==> src/rtl/demux_load_distributor.sv <==
// Debounced push-button loader that writes switch data into one of two output banks,
// chosen either manually or by an alternating ping-pong toggle.
module demux_load_distributor #(
  parameter int unsigned WIDTH           = 4,
  parameter int unsigned DEBOUNCE_CYCLES = 1000000
) (
  input  logic       CLOCK_50,
  input  logic [3:0] KEY,
  input  logic [9:0] SW,
  output logic [9:0] LEDR
);

  localparam int unsigned CW = $clog2(DEBOUNCE_CYCLES + 1);

  typedef enum logic [1:0] {
    IDLE         = 2'd0,
    DEBOUNCE     = 2'd1,
    LOAD         = 2'd2,
    WAIT_RELEASE = 2'd3
  } state_t;

  logic             clk;
  logic             rst_n;
  logic [1:0]       key_meta;
  logic [9:0]       sw_meta;
  logic [9:0]       sw_s;
  logic             key_s;
  state_t           state;
  state_t           state_next;
  logic [CW-1:0]    cnt;
  logic             toggle;
  logic [WIDTH-1:0] bank_x;
  logic [WIDTH-1:0] bank_y;
  logic             last_dest;
  logic             busy;
  logic             load_c;
  logic             dest_c;
  logic             unused;

  assign clk   = CLOCK_50;
  assign rst_n = KEY[0];
  assign key_s = key_meta[1];

  // Two-flop synchronizers; the idle button level is 1
  always_ff @(posedge clk or negedge rst_n) begin
    if (!rst_n) begin
      key_meta <= 2'b11;
      sw_meta  <= '0;
      sw_s     <= '0;
    end else begin
      key_meta <= {key_meta[0], KEY[1]};
      sw_meta  <= SW;
      sw_s     <= sw_meta;
    end
  end

  always_ff @(posedge clk or negedge rst_n) begin
    if (!rst_n) state <= IDLE;
    else        state <= state_next;
  end

  always_comb begin
    state_next = state;
    load_c     = 1'b0;
    dest_c     = sw_s[8] ? toggle : sw_s[9];
    unique case (state)
      IDLE:         if (!key_s) state_next = DEBOUNCE;
      DEBOUNCE: begin
        if (key_s)                                state_next = IDLE;
        else if (cnt == CW'(DEBOUNCE_CYCLES - 1)) state_next = LOAD;
      end
      LOAD: begin
        load_c     = 1'b1;
        state_next = WAIT_RELEASE;
      end
      WAIT_RELEASE: if (key_s) state_next = IDLE;
      default:      state_next = IDLE;
    endcase
  end

  // Counter saturates at DEBOUNCE_CYCLES-1 because the FSM leaves DEBOUNCE there
  always_ff @(posedge clk or negedge rst_n) begin
    if (!rst_n) begin
      cnt <= '0;
    end else if (state == IDLE) begin
      cnt <= '0;
    end else if (state == DEBOUNCE && !key_s && cnt != CW'(DEBOUNCE_CYCLES - 1)) begin
      cnt <= cnt + CW'(1);
    end
  end

  always_ff @(posedge clk or negedge rst_n) begin
    if (!rst_n) begin
      bank_x    <= '0;
      bank_y    <= '0;
      last_dest <= 1'b0;
      toggle    <= 1'b0;
      busy      <= 1'b0;
    end else begin
      busy <= (state_next != IDLE);
      if (load_c) begin
        if (dest_c) bank_y <= WIDTH'(sw_s[3:0]);
        else        bank_x <= WIDTH'(sw_s[3:0]);
        last_dest <= dest_c;
        if (sw_s[8]) toggle <= ~toggle;
      end
    end
  end

  assign LEDR   = {busy, last_dest, 4'(bank_y), 4'(bank_x)};
  assign unused = &{1'b0, KEY[3:2], sw_s[7:4]};

endmodule

==> config.mk <==
export PLATFORM = sky130hd
export DESIGN_NAME = demux_load_distributor
export DESIGN_NICKNAME = d
export VERILOG_FILES = /design/src/rtl/demux_load_distributor.sv
export SDC_FILE = /design/constraint.sdc
export NUM_CORES = 1
export LEC_CHECK = 0
export ABC_CLOCK_PERIOD_IN_PS = 2500
export CAP_MARGIN = 10
export CORE_UTILIZATION = 51
export CTS_CLUSTER_SIZE = 40
export DETAILED_ROUTE_END_ITERATION = 8
export PLACE_DENSITY = 0.83
export SETUP_SLACK_MARGIN = 0.05
export SLEW_MARGIN = 20
export SYNTH_ARGS = -nofsm -noshare
export SYNTH_HDL_FRONTEND = slang
export SYNTH_SLANG_ARGS = --single-unit
==> constraint.sdc <==
create_clock -name CLOCK_50 -period 2.5 [get_ports CLOCK_50]
set_input_delay 0.5 -clock CLOCK_50 [delete_from_list [all_inputs] [get_ports CLOCK_50]]
set_output_delay 0.5 -clock CLOCK_50 [all_outputs]
set_load 0.1 [all_outputs]
### Word level (Yosys, flattened, before mapping)

Cells that the tools add are included.

* register bits after elaboration: 55
* output and inout bits: 10
* word-level logic and storage cells: 36

* add/sub/neg operators: 1
* bitwise logic cells: 2
* equal/unequal tests: 5
* reductions and logical operators: 9
* mux-type cells: 9

Operator list (count)
* $mux W20: 2
* $add A20 B1 Y20 const B: 1
* $eq A20 B20 Y1 const B: 1
* $ne A20 B20 Y1 const B: 1
* $mux W2: 4
* $pmux W2 S4: 1
* $reduce_and A2 Y1: 3
* $eq A2 B2 Y1 const B: 2
* $reduce_bool A2 Y1: 2
* $eq A2 B1 Y1 const B: 1
* $logic_and A1 B1 Y1: 2
* $logic_not A2 Y1: 1
* $mux W1: 2
* $not A1 Y1: 2
* $logic_not A1 Y1: 1

### Longest topological paths before layout

Gate-level depths: netlist of run 1.

* depth after elaboration: 5
* depth in mapped cells: 6

### Least setup slack after synthesis of run 1

No wires, ideal clock.

* path type: flip-flop to flip-flop
* start point: register cnt[6]
* end point: register cnt[5]
* path slack: 0.647 ns
* data required time: 2.390 ns
* stages on the path, launching flop included: 6
* clock period less this slack: 1.853 ns
* buffers on the path: 0
* arrival time: 1.743 ns
* cell sequence: dfrtp_1 or4_4 nor4_4 and3_1 o311ai_1 o41ai_1

* word-level cells in the longest chain between the ends: 3

Ends and longest elaborated chain
* start: declaration: line 30 `logic [CW-1:0] cnt;`
* start signal: assignment: line 88 `cnt <= cnt + CW'(1);`
* $ne A20 B20 Y1: line 87 `end else if (state == DEBOUNCE && !key_s && cnt != CW'(DEBOUNCE_CYCLES - 1)) begin`
* $logic_and A1 B1 Y1: line 87
* $reduce_bool A2 Y1 (no source line)

No other way between the ends.
A chain may end at the register's enable or synchronous reset.

### Final worst setup path of run 1

* start point: register cnt[6]
* end point: register cnt[0]

Same word-level chain as after synthesis.

==> reports/results.txt, run 1 <==
Status -> complete, no violations
Total power -> 1.31 mW
Pint -> 1.00 mW
Mapped Avg Cell Area -> 11.8 um2
Core Util, Final -> 61.5%
RSZ-0062 raised after global routing -> false
Hpwl dp -> 2560 um
Critical path peak fanout -> 7
Critical Path Source Type -> register
Grt total ovfl -> 0
Crit. End Element -> register
Asr flop ratio synth -> 100%
CTS max path bufs -> 2
H-tree levels -> 2
Distinct cells, synth -> 37
DIE WIDTH -> 64.2 um
R2R setup slack -> 320 ps
MaxCap Viol Count -> 0
Critical Path AT -> 2410 ps
Setup-failing EPs final -> 0
Total Routing Usage GR -> 20.6%
Synthesized flop and latch total -> 47
Antenna viol nets, final -> 0
Peak VDD IR -> 318 uV
Layout cells sized above 1 -> 19.9%
Final period util -> 87.1%
Worst Path Required -> 2730 ps
Post-cts hold buffer count -> 0
Vias in the first global route -> 1389
Port Buffers -> 18
Post-Synthesis Cell Area -> 1980 um2
Flop pwr share -> 60.2%
Boundary Pins -> 25
Hold Vio Cnt, Final -> 0
Pwr/cell area -> 577 nW/um2
Leak pwr -> 0.960 nW
Placed cell area -> 2180 um2
Switching share of power -> 23.6%
Post-CTS setup buffer count -> 0
Seq/Total Area, Yosys -> 59.7%
Prevailing post-synth register cell -> dfrtp_1
Fin area -> 2270 um2
Initial Util -> 53.6%
Area Growth Syn to Fin -> 14.8%
Logic gate share of total power -> 4.4%
Fin crit period -> 2180 ps
Max-slew violation count -> 0
Synth top area cells -> dfrtp_1 (57%), xnor2_1 (6.2%), mux2_2 (4.6%)
Worst min path class -> primary input to async pin
Drt first-iter violations -> 95
Gpl congestion -> 0.845
Synth top area share -> 57.0%
Max_slew headroom -> 64.1%
Worst path most repeated cell -> nand2_1
Average wire per standard cell -> 15.1 um
Largest net degree at the start of global routing -> 26
Clk pwr share -> 35.5%
Worst-path clk slew -> 90 ps
Most frequent cell after synthesis -> dfrtp_1
Final WL -> 3610 um
Die height -> 64.2 um
CTS tree -> yes
Sum Neg Setup Slack -> 0 ps
Worst skew pair latency -> 310 ps
Worst-path cell chain -> or4_4 -> nor4_4 -> nand2_1 -> nand2_1 -> mux2i_1
Max stage delay on crit path -> 600 ps
P_sw -> 0.309 mW
Rows -> 22
Slew @ Worst Pin -> 538 ps
Dpl ws -> 392 ps
Cell taking the most area after synthesis -> dfrtp_1
Number of synthesized flops with an enable pin -> 0
Total core area -> 3690 um2
Highest clock rate -> 459 MHz
Skew final -> 11.5 ps
DRC viols -> 0
Filler instances -> 294
Slowest cell on crit path -> or4_4
Routed vias -> 1305
# resized after CTS -> 0
Initial antenna violation count -> 0
Post-synthesis cell count -> 168
Antenna Diode Count -> 0
Synth top cells by count -> dfrtp_1 (45), nor2_1 (18), nand2_1 (17)
First-pass GRT wire length -> 6370 um
Root Buffer -> clkbuf_8
Net Count, Synth -> 184
CTS sink cnt -> 47
Die area -> 4130 um2
Syn. warnings -> 0
Kind of critical path -> register to register
Final Net Count -> 206
Post-route worst setup slack -> 321 ps
DR vias/cell -> 5.46
CTS buffer count -> 5
Pre-antenna DRT Iters -> 4
## registers in the layout, indices dropped and copies added (netlist names)
register	count
sw_s	6
busy	1
last_dest	1
sw_meta	6
toggle	1
bank_y	4
state	2
cnt	20
bank_x	4
key_meta	2
## cell families (layout without fill, tap and decap cells)
kind of cell	count (synthesis)	count (layout)	synth area share (%)
muxes	12	12	6.59
DFF	47	47	59.7
adders and majority gates	1	1	0.633
AOI/OAI and AO/OA	13	13	4.05
xor gates and xnor gates	14	14	6.21
and+or+nand+nor	72	72	20.7
buffers and inverters	9	32	2.15
## stage by stage
stage | cells | hold slack [ps]
finish | 239 | 21.2
global route | 239 | 17.8
CTS | 239 | 16.1
detailed placement | 231 | 336
global placement | 231 | 333
floorplan | 168 | 204
## cell type report
cell class	instances	area (um2)	share of cell area (%)
tap	48	60.1	2.65
sequential	47	1180	52.0
clock buffer	5	68.8	3.03
timing repair buffer	21	173	7.61
multi-input combinational	112	754	33.3
inverter	3	11.3	0.496
clock inverter	3	22.5	0.993
## per-layer routing
metal | wire (um) | vias up | track usage (%)
met5 | 0 | - | 0
met4 | 102 | 0 | 10.6
met2 | 1870 | 22 | 32.1
met3 | 115 | 9 | 5.71
li1 | - | 626 | -
met1 | 1530 | 648 | 26.2
## critical path, delay by kind of cell, from the launching register on
kind	cells	cell delay [ps]
muxes	1	210
DFF	1	470
and+or+nand+nor	4	1420
## power groups by stage
| stage | combinational (mW) | sequential, mW | clock (mW) |
|---|---|---|---|
| after CTS | 0.0586 | 0.787 | 0.473 |
| after detailed placement | 0.0583 | 0.802 | 0 |
| final | 0.0571 | 0.787 | 0.464 |
| after global routing | 0.0641 | 0.790 | 0.506 |
| after global placement | 0.0556 | 0.801 | 0 |
| after floorplan | 0.0247 | 0.799 | 0 |
## final timing paths
| kind | from | cells after the start | to |
|---|---|---|---|
| max | cnt[6] | 5 | cnt[0] |
| min | KEY[0] | 1 | sw_s[3] |
| max reg2reg | cnt[6] | 5 | cnt[0] |
| min reg2reg | key_meta[0] | 0 | key_meta[1] |
| max in group asynchronous | KEY[0] | 2 | key_meta[0] |
| min in group CLOCK_50 | key_meta[0] | 0 | key_meta[1] |
## placed cells by master (no fill, tap or decap), drive strengths merged
| cell | count |
|---|---|
| or4 | 1 |
| a31oi | 2 |
| nor4 | 6 |
| nand2 | 17 |
| nand2b | 2 |
| clkinv | 2 |
| o21a | 2 |
| mux2i | 4 |
| o41ai | 1 |
| nor4b | 1 |
| xnor2 | 14 |
| clkbuf | 5 |
| and4 | 2 |
| inv | 4 |
| nor3b | 3 |
| clkdlybuf4s50 | 7 |
| ha | 1 |
| nor2 | 18 |
| nand4b | 1 |
| dfstp | 2 |
| nand3 | 7 |
| nor3 | 6 |
| mux2 | 8 |
| nor4bb | 1 |
| or4b | 1 |
| buf | 14 |
| nor2b | 1 |
| nand4 | 2 |
| o311ai | 1 |
| dfrtp | 45 |
| and3 | 1 |
| a21oi | 5 |
| or2 | 1 |
| or3 | 1 |
| o21ai | 2 |
Power figures use the tool's default switching activity.
==> run 2, diff against run 1 <==
CELL_PAD_IN_SITES_DETAIL_PLACEMENT = 1   (was default)
CELL_PAD_IN_SITES_GLOBAL_PLACEMENT = 1   (was default)
CORE_UTILIZATION = 43   (was 51)
PLACE_DENSITY = 0.86   (was 0.83)
==> run 2 against run 1 <==
Against the previous run:
- sequential cell count is the same
- count of clock-buffer cells in the layout is the same
- utilization shrank 9.6 points
- cell area grew 0.22%
- non-clock buffer count is the same
- first-iteration DRC count grew 34%
- clock power is essentially flat
- largest power group unchanged
- highest routed layer unchanged
==> reports/results.txt, run 2 (synthesized netlist as in run 1, its figures left out) <==
Worst min path class -> primary input to async pin
Hpwl dp -> 2840 um
Worst Reg2Reg Path Length in Cells -> 5
Antenna Diode Count -> 0
Hold_ws -> 284 ps
Routed vias -> 1338
Final Net Count -> 206
# resized after CTS -> 0
Worst-path clk slew -> 90 ps
Die height -> 69.8 um
Logic gate share of total power -> 4.4%
Root Buffer -> clkbuf_8
Status -> complete, no violations
Critical path peak fanout -> 6
Dpl ws -> 366 ps
FF-to-FF End -> cnt[0]
CTS sink cnt -> 47
Crit. End Element -> register
Kind of critical path -> register to register
Post-route worst setup slack -> 400 ps
Gpl congestion -> 0.803
Final period util -> 84.0%
Grt total ovfl -> 0
Sum Neg Setup Slack -> 0 ps
DRC viols -> 0
Pint -> 0.999 mW
DIE WIDTH -> 69.8 um
Die area -> 4870 um2
Rows -> 24
Highest clock rate -> 476 MHz
Port Buffers -> 18
Max_slew headroom -> 60.5%
Fin crit period -> 2100 ps
Largest net degree at the start of global routing -> 48
Leak pwr -> 0.961 nW
CTS buffer count -> 5
MaxCap Viol Count -> 0
Peak VDD IR -> 407 uV
CTS tree -> yes
Drt first-iter violations -> 127
Average wire per standard cell -> 16.7 um
RSZ-0062 raised after global routing -> false
Max-slew violation count -> 0
DR vias/cell -> 5.51
H-tree levels -> 2
Most common cell after layout, fill and taps aside -> dfrtp_1
Max reg flops -> 20
Area Growth Syn to Fin -> 15.1%
Pre-antenna DRT Iters -> 2
Setup-failing EPs final -> 0
First-pass GRT wire length -> 6990 um
Total power -> 1.31 mW
Total Routing Usage GR -> 18.6%
Largest registers -> cnt: 20 flops, sw_meta: 6 flops, sw_s: 6 flops
Layout cells sized above 1 -> 19.9%
Total core area -> 4380 um2
Initial antenna violation count -> 0
Post-cts hold buffer count -> 0
Critical Path AT -> 2330 ps
Final WL -> 4070 um
Worst skew pair latency -> 300 ps
Reg2Reg Launch Point -> cnt[7]
Biggest register -> cnt
Worst Path Required -> 2730 ps
Pwr/cell area -> 577 nW/um2
Vias in the first global route -> 1482
Hold Vio Cnt, Final -> 0
Skew final -> 6.94 ps
CTS max path bufs -> 2
Antenna viol nets, final -> 0
Commonest non-fill, non-tap cells in the layout -> dfrtp_1 (45), nor2_1 (18), nand2_1 (17), xnor2_1 (14), buf_4 (13)
Switching share of power -> 23.8%
Clk pwr share -> 35.5%
P_sw -> 0.313 mW
Slew @ Worst Pin -> 592 ps
Post-CTS setup buffer count -> 0
Critical Path Source Type -> register
R2R setup slack -> 400 ps
Flop pwr share -> 60.1%
Boundary Pins -> 25
Initial Util -> 45.1%
[run 2: metal layers]
| layer | up-vias | global-route usage, % | share of wire, % |
|---|---|---|---|
| met5 | - | 0 | 0 |
| met4 | 0 | 7.56 | 1.6 |
| met3 | 7 | 3.63 | 1.9 |
| met2 | 12 | 32.3 | 54 |
| met1 | 689 | 22.5 | 43 |
| li1 | 630 | - | - |
[run 2: power by group through the flow]
stage          clock network, mW  logic, mW  registers (mW)
2_1_floorplan                  0     0.0247           0.799
6_report                   0.466     0.0582           0.788
3_5_place_dp                   0     0.0593           0.803
3_3_place_gp                   0     0.0551           0.801
4_1_cts                    0.480     0.0599           0.788
5_1_grt                    0.500     0.0642           0.790
[run 2: how the worst max path moves through the flow]
stage | startpoint | end | slack (ps)
2_1_floorplan | cnt[6] | cnt[5] | 650
3_3_place_gp | cnt[6] | cnt[5] | 460
3_5_place_dp | cnt[7] | cnt[0] | 370
4_1_cts | cnt[7] | cnt[0] | 360
5_1_grt | cnt[7] | cnt[0] | 250
6_report | cnt[7] | cnt[0] | 400
[run 2: final cells by class]
type / count / area (um2)
Fill cell: 472 / 2110
Clock buffer: 5 / 68.8
Tap cell: 52 / 65.1
Timing Repair Buffer: 21 / 173
Clock inverter: 3 / 22.5
Sequential cell: 47 / 1180
Inverter: 3 / 11.3
Multi-Input combinational cell: 112 / 754
[run 2: through the flow]
| stage | std cells | util [%] | instance area [um2] |
|---|---|---|---|
| after floorplan | 168 | - | 1980 |
| after global routing | 243 | 51.9 | 2270 |
| after CTS | 243 | 51.9 | 2270 |
| final | 243 | 51.9 | 2270 |
| after detailed placement | 235 | 49.8 | 2180 |
| after global placement | 235 | 49.8 | 2180 |
[run 2: critical path, stage by stage (launching register included)]
cell and delay (ps):
dfrtp_1 430, or4b_1 640, nor4_4 450, nand2_1 140, nand2_1 150, mux2i_1 220
==> run 3, diff against run 2 <==
ABC_CLOCK_PERIOD_IN_PS = 1750   (was 2500)
CORE_UTILIZATION = 39   (was 43)
PLACE_DENSITY = 0.83   (was 0.86)
clock period = 1.75 ns   (was 2.5 ns; I/O delays follow)
==> run 3 against run 2 <==
Against the previous run:
- the flow now finishes with violations (negative hold slack, negative setup slack)
- count of clock-buffer cells in the layout up 1
- sequential share of layout area down 10 points
- power up 46%
- largest power group unchanged
==> reports/results.txt, run 3 (synthesized netlist as in run 1, its figures left out) <==
Status -> finished with violations
Failing checks -> negative hold slack, negative setup slack
Largest registers -> cnt: 20 flops, sw_meta: 6 flops, sw_s: 6 flops
MaxCap Viol Count -> 0
Hpwl dp -> 3280 um
Crit. End Element -> register
Total core area -> 4790 um2
Antenna viol nets, final -> 0
Worst-path clk slew -> 90 ps
Final WL -> 5710 um
Critical path peak fanout -> 3
Max reg flops -> 20
Busiest layer in global routing -> met2
Biggest register -> cnt
Total power -> 1.91 mW
Boundary Pins -> 25
Leak pwr -> 1.17 nW
Skew final -> 11.5 ps
CTS sink cnt -> 47
Slew @ Worst Pin -> 407 ps
FF-to-FF End -> state[0]
Commonest non-fill, non-tap cells in the layout -> dfrtp_1 (44), buf_4 (34), nor2_1 (18), nand2_1 (13), xnor2_1 (12)
DR vias/cell -> 5.19
Max-slew violation count -> 0
CTS max path bufs -> 2
Fin crit period -> 1990 ps
Sum Neg Setup Slack -> -2900 ps
Post-route worst setup slack -> -242 ps
CTS tree -> yes
CTS buffer count -> 5
Root Buffer -> clkbuf_8
Final Net Count -> 239
Met1 GRT Util -> 26.3%
Worst min path class -> primary input to async pin
Post-cts hold buffer count -> 0
Antenna Diode Count -> 0
Final period util -> 114%
DIE WIDTH -> 73.2 um
Setup-failing EPs final -> 16
Crit path capture -> state[0]
Routed vias -> 1509
Area Growth Syn to Fin -> 43.1%
Critical Path AT -> 2210 ps
Vias in the first global route -> 1596
Pre-antenna DRT Iters -> 4
Average wire per standard cell -> 19.6 um
Gpl congestion -> 0.747
Worst Reg2Reg Path Length in Cells -> 6
Hold Vio Cnt, Final -> 8
Max_slew headroom -> 72.8%
First-pass GRT wire length -> 8110 um
DRC viols -> 0
Rows -> 25
Peak VDD IR -> 548 uV
Critical Path Source Type -> register
Drt first-iter violations -> 79
Layout cells sized above 1 -> 41.5%
Initial Util -> 41.3%
Worst Path Required -> 1960 ps
Pwr/cell area -> 676 nW/um2
Most common cell after layout, fill and taps aside -> dfrtp_1
H-tree levels -> 2
Worst skew pair latency -> 310 ps
Initial antenna violation count -> 0
Largest net degree at the start of global routing -> 48
Total Routing Usage GR -> 21.0%
R2R setup slack -> -240 ps
Met3 Use GR -> 3.87%
Hold_ws -> -3.88 ps
Grt total ovfl -> 0
RSZ-0062 raised after global routing -> true
Highest clock rate -> 502 MHz
Met2 Track Usage GR -> 35.4%
Reg2Reg Launch Point -> cnt[6]
Die area -> 5350 um2
Die height -> 73.2 um
Critical path origin -> cnt[6]
Kind of critical path -> register to register
Port Buffers -> 18
==> run 3: cell types whose count changed in the layout (fill, tap and decap cells not counted), sizes merged <==
cell	delta
buf	+33
clkinv	-2
clkbuf	+1
clkinvlp	+1
==> run 3: power by group <==
part	total, mW	internal (mW)	switching, mW
clock network	0.673	0.287	0.386
registers	1.13	1.11	0.0172
logic	0.109	0.0484	0.0609
total	1.91	1.45	0.464
==> run 3: worst max-delay path, cell delays in order (launching register included) <==
cell,delay (ps)
dfrtp_1,390
or4_4,580
nor4_4,360
buf_4,210
buf_4,110
nand3_2,50
o21a_1,190
==> run 3: worst min path at each step <==
stage / slack (ps) / endpoint / cells after the start
after floorplan: 50 / bank_x[0] / 0
final: -4 / sw_s[1] / 2
after CTS: 10 / sw_meta[9] / 2
after global placement: 330 / sw_s[2] / 0
after global routing: 20 / bank_y[0] / 2
after detailed placement: 340 / sw_s[8] / 0
==> run 3: layer usage <==
| layer | wire length, um | share of wire, % | up-vias |
|---|---|---|---|
| met5 | 0 | 0 | - |
| met3 | 169 | 3.0 | 18 |
| met1 | 2370 | 42 | 749 |
| li1 | - | - | 693 |
| met2 | 2870 | 50 | 49 |
| met4 | 296 | 5.2 | 0 |
==> run 3: cell type report <==
cell class / count / area, um2
repair buffers: 54 / 562
well taps: 67 / 83.8
inverters: 3 / 11.3
clock buffers: 6 / 72.6
multi-input cells: 112 / 901
flip-flops and latches: 47 / 1180
fillers: 509 / 1960
clock inverters: 2 / 16.3
==> run 3: what timing repair did <==
item                                   4_1_cts  5_1_grt
gates resized for setup                      9       20
pin swaps                                    9       20
setup endpoints to repair                   21       22
buffers inserted                             2        8
endpoints found under the hold margin        0        0
==> run 3: metrics by stage <==
stage | cell area [um2] | worst slack (ps) | utilization, % | cells
after floorplan | 1990 | -74.5 | - | 168
after global placement | 2520 | -73.5 | 52.7 | 273
after detailed placement | 2520 | -184 | 52.7 | 273
after CTS | 2670 | -136 | 55.7 | 283
after global routing | 2830 | -296 | 59.1 | 291
final | 2830 | -242 | 59.1 | 291
==> patch (flow settings as in run 2) <==
`DEBOUNCE_CYCLES`: 1000000 -> 500000.
--- a/src/rtl/demux_load_distributor.sv
+++ b/src/rtl/demux_load_distributor.sv
@@ -2,7 +2,7 @@
 // chosen either manually or by an alternating ping-pong toggle.
 module demux_load_distributor #(
   parameter int unsigned WIDTH           = 4,
-  parameter int unsigned DEBOUNCE_CYCLES = 1000000
+  parameter int unsigned DEBOUNCE_CYCLES = 500000
 ) (
   input  logic       CLOCK_50,
   input  logic [3:0] KEY,
Check against the original RTL: same outputs for any inputs over 10 cycles, from zero or initial values; that may be too few to reach the edited logic, so the function may still have changed.
==> patch against run 2 <==
  * Synthesized area up 0.51%
  * Setup slack got worse by 24 ps
  * Cell area up 0.16%
  * Critical path type unchanged
  * Sequential power is 2% lower
  * Largest cell class unchanged
  * Non-clock buffer count stayed put
  * Clock power fell by 3%
  * Power down 1.9%
  * Combinational power increased by 11%
  * Count of clock-buffer cells in the layout rose by 1
  * Routed wire length up 12%
  * Critical path depth stayed put
  * Sequential cell count fell by 1
==> patch: results (changes against run 2) <==
- Met1 Use GR: 26.84% (+4.4 points)
- ClkCell Share: 3.791% (-0.23 points)
- Multi-input gates: 119 (+6.3%)
- DR vias: 1,424 (+6.4%)
- Signal buf overhead: 7.582% (-0.013 points)
- Share of layout cells above drive strength 1: 19.90% (about the same)
- Power share of the combinational group: 5.0% (+0.6 points)
- Top cells by instance count after synthesis: dfrtp_1 (44), nand2_1 (18), a21oi_1 (14), mux2_2 (8), mux2i_1 (8)
- Critical path data arrival time: 2350 ps (+20 ps)
- Largest net degree at the start of global routing: 23 (-52%)
- Worst VDD drop: 0.0003780 V (-7.1%)
- Met3 wire len: 110 µm (+41%)
- Flop2flop setup slack: 380 ps (-20 ps)
- Worst setup path startpoint: cnt[0]
- GP Congestion: 0.7894 (-1.7%)
- Sequential fraction of the synthesis area: 58.10% (-1.6 points)
- Fraction of area in multi-input gates: 34.78% (+1.6 points)
- First-pass GRT wire length: 8121 µm (+16%)
- Count of clock tree sinks: 46 (-2.1%)
- Vias in the first global route: 1,616 (+9.0%)
- Sequential share of power: 60.0% (about the same)
- Mux contribution to synthesized area: 8.570% (+2.0 points)
- Synth area leaders: dfrtp_1 (55%), mux2_2 (4.5%), mux2i_1 (4.0%), a21oi_1 (3.5%), nand2_1 (3.4%)
- Met1 wire length: 1979 µm (+14%)
- DR WL/cell: 18.32 µm (+9.4%)
- Worst slew pin tran: 631.5 ps (+39.22 ps)
- Static Leak: 0.9951 nW (+3.6%)
- Switching share of power: 23.73% (-0.11 points)
- FILL cells: 470 (-0.42%)
- Layout inverter count without the clock tree: 2 (-1)
- Run status: finished, final reports clean
- Met3 Usage GRT: 4.906% (+1.3 points)
- Synth Area in XOR/XNOR: 1.764% (-4.4 points)
- Clock buffer count: 6 (+1)
- Synth Area in Adders: 0.6301% (-0.0032 points)
- Syn Nets: 189 (+2.7%)
- Clock skew: 4.702 ps (-2.239 ps)
- Grt met2 use: 36.22% (+4.0 points)
- Critical R2R Capture: cnt[18]
- Gr usage total: 21.46% (+2.9 points)
[patch: cell types whose count changed in the layout (fill, tap and decap cells not counted), moves of 5 or more]
cell and delta:
a21oi_1 +9, nand4_1 +5, xnor2_1 -11, nor3_1 -5, nor2_1 -11
[patch: critical path: stages (launching register included)]
cell	delay, ps
dfrtp_1	390
ha_1	230
and4_1	510
nand3_1	290
or4_1	460
a21oi_1	160
[patch: per-stage QoR]
| step | worst slack, ps | hold slack, ps | cell area [µm²] | total power [mW] | instances |
|---|---|---|---|---|---|
| global placement | 533.0 | 332.5 | 2191 | 0.8431 | 240 |
| detailed placement | 409.4 | 341.0 | 2191 | 0.8527 | 240 |
| finish | 375.6 | 150.5 | 2277 | 1.287 | 248 |
| global route | 234.0 | 176.9 | 2277 | 1.343 | 248 |
| floorplan | 700.6 | 204.4 | 1986 | 0.8103 | 173 |
| CTS | 398.5 | 158.4 | 2277 | 1.302 | 248 |
